### config.mk
export PLATFORM = sky130hd
export DESIGN_NAME = instr_fetch
export DESIGN_NICKNAME = d
export VERILOG_FILES = /design/src/rtl/riscv_pkg.sv /design/src/rtl/fetch_fifo.sv /design/src/rtl/instr_fetch.sv
export SDC_FILE = /design/constraint.sdc
export NUM_CORES = 1
export LEC_CHECK = 0
export BUFFER_PORTS_ARGS = -buffer_cell sky130_fd_sc_hd__buf_2
export CAP_MARGIN = 20
export CORE_UTILIZATION = 50
export CTS_BUF_LIST = sky130_fd_sc_hd__clkbuf_4 sky130_fd_sc_hd__clkbuf_8
export DETAILED_ROUTE_END_ITERATION = 10
export HOLD_SLACK_MARGIN = 0.15
export PLACE_DENSITY = 0.79
export SLEW_MARGIN = 0
export SYNTH_ARGS = -nofsm -noshare
export SYNTH_HDL_FRONTEND = slang
export SYNTH_SLANG_ARGS = --single-unit
### constraint.sdc
create_clock -name clk -period 10.6 [get_ports clk]
set_input_delay 1.06 -clock clk [delete_from_list [all_inputs] [get_ports clk]]
set_output_delay 1.06 -clock clk [all_outputs]
set_load 0.02 [all_outputs]
### src/rtl/riscv_pkg.sv
// Shared fetch-stage types: state encoding, buffered entry layout and PC alignment.
package riscv_pkg;
  localparam int XLEN = 32;
  localparam int ILEN = 32;

  typedef enum logic [1:0] {IDLE, WAIT, DISCARD} fetch_state_t;

  typedef struct packed {
    logic [XLEN-1:0] pc;
    logic [ILEN-1:0] instr;
  } fetch_entry_t;

  function automatic logic [XLEN-1:0] align_pc(input logic [XLEN-1:0] addr);
    return {addr[XLEN-1:2], 2'b00};
  endfunction
endpackage

### src/rtl/fetch_fifo.sv
// Small synchronous FIFO of {pc, instr} entries between fetch and decode.
module fetch_fifo
  import riscv_pkg::*;
#(
  parameter int DEPTH = 2
) (
  input  logic         clk,
  input  logic         rst,
  input  logic         push,
  input  fetch_entry_t push_entry,
  input  logic         pop,
  input  logic         flush,
  output logic         full,
  output logic         empty,
  output fetch_entry_t head
);
  localparam int AW = $clog2(DEPTH);

  fetch_entry_t   mem_q [DEPTH];
  logic [AW-1:0]  wr_ptr_q, wr_ptr_d;
  logic [AW-1:0]  rd_ptr_q, rd_ptr_d;
  logic [AW:0]    count_q, count_d;
  logic           do_push, do_pop;

  assign full    = (count_q == (AW+1)'(DEPTH));
  assign empty   = (count_q == '0);
  assign head    = mem_q[rd_ptr_q];
  assign do_push = push && !full && !flush;
  assign do_pop  = pop && !empty && !flush;

  always_comb begin
    wr_ptr_d = wr_ptr_q;
    rd_ptr_d = rd_ptr_q;
    count_d  = count_q;
    if (flush) begin
      wr_ptr_d = '0;
      rd_ptr_d = '0;
      count_d  = '0;
    end else begin
      if (do_push) wr_ptr_d = wr_ptr_q + 1'b1;
      if (do_pop)  rd_ptr_d = rd_ptr_q + 1'b1;
      // Simultaneous push and pop leaves the occupancy unchanged.
      if (do_push && !do_pop)      count_d = count_q + 1'b1;
      else if (do_pop && !do_push) count_d = count_q - 1'b1;
    end
  end

  always_ff @(posedge clk) begin
    if (rst) begin
      wr_ptr_q <= '0;
      rd_ptr_q <= '0;
      count_q  <= '0;
    end else begin
      wr_ptr_q <= wr_ptr_d;
      rd_ptr_q <= rd_ptr_d;
      count_q  <= count_d;
    end
  end

  always_ff @(posedge clk) begin
    if (do_push) mem_q[wr_ptr_q] <= push_entry;
  end
endmodule

### src/rtl/instr_fetch.sv
// Fetch stage: owns the PC, runs one outstanding instr_cache request at a time and
// buffers returned instructions for decode; redirects flush and squash in-flight data.
module instr_fetch
  import riscv_pkg::*;
#(
  parameter logic [31:0] RESET_PC   = 32'h0000_0000,
  parameter int          FIFO_DEPTH = 2
) (
  input  logic        clk,
  input  logic        rst,
  input  logic        redirect,
  input  logic [31:0] redirect_pc,
  output logic [31:0] cpu_addr,
  output logic        cpu_req,
  input  logic [31:0] cpu_rdata,
  input  logic        cpu_ready,
  output logic        if_valid,
  output logic [31:0] if_instr,
  output logic [31:0] if_pc,
  input  logic        id_ready
);
  fetch_state_t  state_q, state_d;
  logic [31:0]   pc_q, pc_d;
  logic [31:0]   req_addr_q, req_addr_d;
  logic          req_raw, done, push, pop, full, empty;
  fetch_entry_t  push_entry, head;

  assign cpu_req  = req_raw && !rst;
  assign done     = cpu_req && cpu_ready;
  assign if_valid = !empty && !rst;
  assign pop      = if_valid && id_ready;
  assign if_pc    = head.pc;
  assign if_instr = head.instr;
  assign push_entry = '{pc: cpu_addr, instr: cpu_rdata};

  always_comb begin
    state_d    = state_q;
    pc_d       = pc_q;
    req_addr_d = req_addr_q;
    req_raw    = 1'b0;
    cpu_addr   = pc_q;
    push       = 1'b0;
    case (state_q)
      IDLE: begin
        // Full means no room even if decode pops this cycle, keeping id_ready off cpu_req.
        req_raw = !full && !redirect;
        if (req_raw && cpu_ready) begin
          push = 1'b1;
          pc_d = pc_q + 32'd4;
        end else if (req_raw) begin
          state_d    = WAIT;
          req_addr_d = pc_q;
        end
      end
      WAIT: begin
        req_raw  = 1'b1;
        cpu_addr = req_addr_q;
        if (cpu_ready) begin
          push    = 1'b1;
          pc_d    = req_addr_q + 32'd4;
          state_d = IDLE;
        end
      end
      DISCARD: begin
        req_raw  = 1'b1;
        cpu_addr = req_addr_q;
        if (cpu_ready) state_d = IDLE;
      end
      default: state_d = IDLE;
    endcase
    // A redirect drops anything returned this cycle; a request still open must drain first.
    if (redirect) begin
      push = 1'b0;
      pc_d = align_pc(redirect_pc);
      if (state_q != IDLE && !cpu_ready) state_d = DISCARD;
      else                               state_d = IDLE;
    end
  end

  always_ff @(posedge clk) begin
    if (rst) begin
      state_q    <= IDLE;
      pc_q       <= RESET_PC;
      req_addr_q <= RESET_PC;
    end else begin
      state_q    <= state_d;
      pc_q       <= pc_d;
      req_addr_q <= req_addr_d;
    end
  end

  fetch_fifo #(
    .DEPTH(FIFO_DEPTH)
  ) u_fifo (
    .clk       (clk),
    .rst       (rst),
    .push      (push),
    .push_entry(push_entry),
    .pop       (pop),
    .flush     (redirect),
    .full      (full),
    .empty     (empty),
    .head      (head)
  );
endmodule
==> run_results.csv <==
group,metric,value,unit
run_status,status,"complete, no violations",
synth,synthArstFlopShare,0,%
placement,dp.cells,1083,
placement,place_hpwl,12.61,mm
clock_network,postCtsHoldBufs,0,
global_route,grt_pass1_vias,6045,
route,drt_iter0_drc,449,
placement,gp_congestion,0.8079,
route,viasPerCell,5.633,
global_route,grt_usage,21.99,%
route,vias,6281,
clock_network,cts_root_buf,"clkbuf_8",
critical_path,cp-start-kind,"flop",
power_and_ir_drop,powerDensity,151.3,nW/um^2
global_route,grt_first_pass_wirelength,30.93,mm
floorplan,dieHeight,135.3,microns
hold_path,min_path_type,"flop to flop",
route,dr.pass1.iters,5,
clock_network,htreeDepth,4,
synth,ys_seq_area_share,59.23,%
global_route,grt_max_degree,77,
critical_path,rrSetupSlack,7.34,ns
run,maxCapViolations,0,
critical_path,crit_type,"flop to output pin",
synth,synthCells,728,
finish,final_cells,1115,
critical_path,max_stage_delay,0.45,ns
clock_network,clockBufferDepth,2,
clock_network,cts_tree,"done",
synth,synth_commonest_cells,"edfxtp_1 (128), mux2_2 (103), nand2_1 (96)",
critical_path,cp_slowest_cell,"mux2_2",
synth,synth_area,8890,sq um
sta,tns,0,ns
sta,worst_pin_slew,0.9384,ns
power_and_ir_drop,max-vdd-ir-drop,0.07293,mV
synth,synth_edf_count,128,
sta,maxSlewViolCount,0,
global_route,grt-ovfl-total,0,
finish,nets,951,
floorplan,coreArea,17360,sq um
critical_path,cp.arrival,2.29,ns
synth,synth_area_leader_cell,"edfxtp_1",
route,wire_per_inst,17.87,microns
finish,syn_to_final_growth,15.58,%
finish,diodes,0,
global_route,antenna_found_initial,0,
floorplan,initial_core_util,51.22,%
sta,fin_crit_sh,31.64,%
critical_path,path_cells,"inv_1 > ha_1 > buf_4 > mux2_2 > buf_2",
floorplan,placementRows,48,
critical_path,endpoint_kind,"output pin",
clock_network,clk_latency,0.47,ns
clock_network,clock_sinks,199,
clock_network,cts_setup_buffers,0,
synth,ys_ff_latch,199,
floorplan,die_w,135.3,microns
finish,fin_util,59.20,%
sta,relSlewSlack,37.44,%
synth,synthesis.nets,802,
critical_path,worst_ep_required_time,9.54,ns
floorplan,die_area,18320,sq um
sta,hold_viol_final,0,
power_and_ir_drop,leakagePower,3.766,nW
clock_network,cts_buffers,17,
synth,synth.area.top_cells,"edfxtp_1 (43%), dfxtp_1 (16%), mux2_2 (13%)",
critical_path,critPathMaxFanout,35,
clock_network,post_cts_resized,0,
finish,drive_above_1_share,36.07,%
floorplan,pin_count,167,
route,finalWirelength,19.93,mm
sta,rsz0062_at_grt,"false",
synth,netlist.area_leader.share,43.24,%
clock_network,cts.clk_slew.worst_paths,0.11,ns
route,drc_errors,0,
sta,period_needed,3.354,ns
sta,fmax,298.2,MHz
route,ant_nets,0,
synth,synth-main-ff-cell,"edfxtp_1",
synth,synth.distinct_cells,50,
placement,portBuffers,164,
synth,postSynthAreaPerCell,12.21,sq um
synth,yosys_warnings,0,
sta,setup_viol,0,
sta,fin_skew,0.01774,ns
synth,yosysMostFrequentCell,"edfxtp_1",
==> metal layers <==
metal	routed length [microns]	share of wire (%)	vias up	GRT usage, %
li1	-	-	3004	-
met1	8932	45	3034	28.28
met2	9649	48	222	37.69
met3	1104	5.5	21	4.302
met4	241	1.2	0	5.993
met5	0	0	-	0
==> final timing paths <==
| path | endpoint | depth (start not counted) | from |
|---|---|---|---|
| hold / removal | req_addr_q[1] | 2 | flop |
| hold reg to reg | req_addr_q[1] | 2 | flop |
| setup / recovery | cpu_addr[26] | 5 | state_q[0] |
| setup reg to reg | u_fifo.mem_q[1][46] | 5 | state_q[0] |
==> flip-flops by register name (all words and copies together), names as in the netlist, named ones only <==
| signal | count |
|---|---|
| pc_q | 30 |
| req_addr_q | 32 |
| state_q | 2 |
| u_fifo.count_q | 2 |
| u_fifo.mem_q | 128 |
| u_fifo.rd_ptr_q | 1 |
| u_fifo.wr_ptr_q | 1 |
==> through the flow <==
step	total power, mW	area (sq um)	hold slack [ns]	setup WS [ns]
2_1_floorplan	1.043	8890	0.4420	2.300
3_3_place_gp	1.106	9901	0.4531	7.368
3_5_place_dp	1.113	9901	0.4622	7.316
4_1_cts	1.564	10270	0.4777	7.219
5_1_grt	1.610	10270	0.4955	7.088
6_report	1.554	10270	0.4788	7.246
==> power breakdown <==
part / switching, mW / total, mW / internal [mW] / leakage [nW]
Combinational: 0.128 / 0.210 / 0.0819 / 1.80
Clock: 0.286 / 0.459 / 0.172 / 0.182
Sequential: 0.0258 / 0.886 / 0.860 / 1.78
Total: 0.440 / 1.55 / 1.11 / 3.77
==> logic make-up (layout without fill, tap and decap cells) <==
kind of cell | Yosys count | count (layout) | share of synthesized area, %
and+or+nand+nor | 199 | 199 | 10.58
DFF | 199 | 199 | 59.23
AOI/OAI and AO/OA | 119 | 119 | 8.417
buffers and inverters | 48 | 210 | 2.252
xor gates and xnor gates | 30 | 30 | 2.956
adders and majority gates | 5 | 5 | 0.7037
muxes | 128 | 128 | 15.86
==> cell usage in the layout, fill, tap and decap left out, types with 14 or more instances in the layout <==
cell type and instances:
nand2_1 96, mux2i_1 25, xnor2_1 17, nor2_1 28
a211oi_1 18, mux2_2 103, nand3_1 25, o22ai_1 16
o21ai_0 14, a21oi_1 46, clkbuf_8 17, dfxtp_1 70
buf_2 164, edfxtp_1 128
==> critical path, delay by kind of cell, from the launching register on <==
kind                     cells  cell delay (ns)
buffers and inverters        3             0.68
multiplexers                 1             0.45
adder cells (fa/ha/maj)      1             0.27
flip-flops                   1             0.40
==> final cells by class <==
type                       instances  area (sq um)
tap                              225         281.5
sequential                       199          5269
clock inverter                    15         140.1
timing repair buffer             172         880.8
fill                            1466          7082
clock buffer                      17         234.0
multi-input combinational        481          3447
inverter                           6         22.52
(Power assumes the default switching activity.)
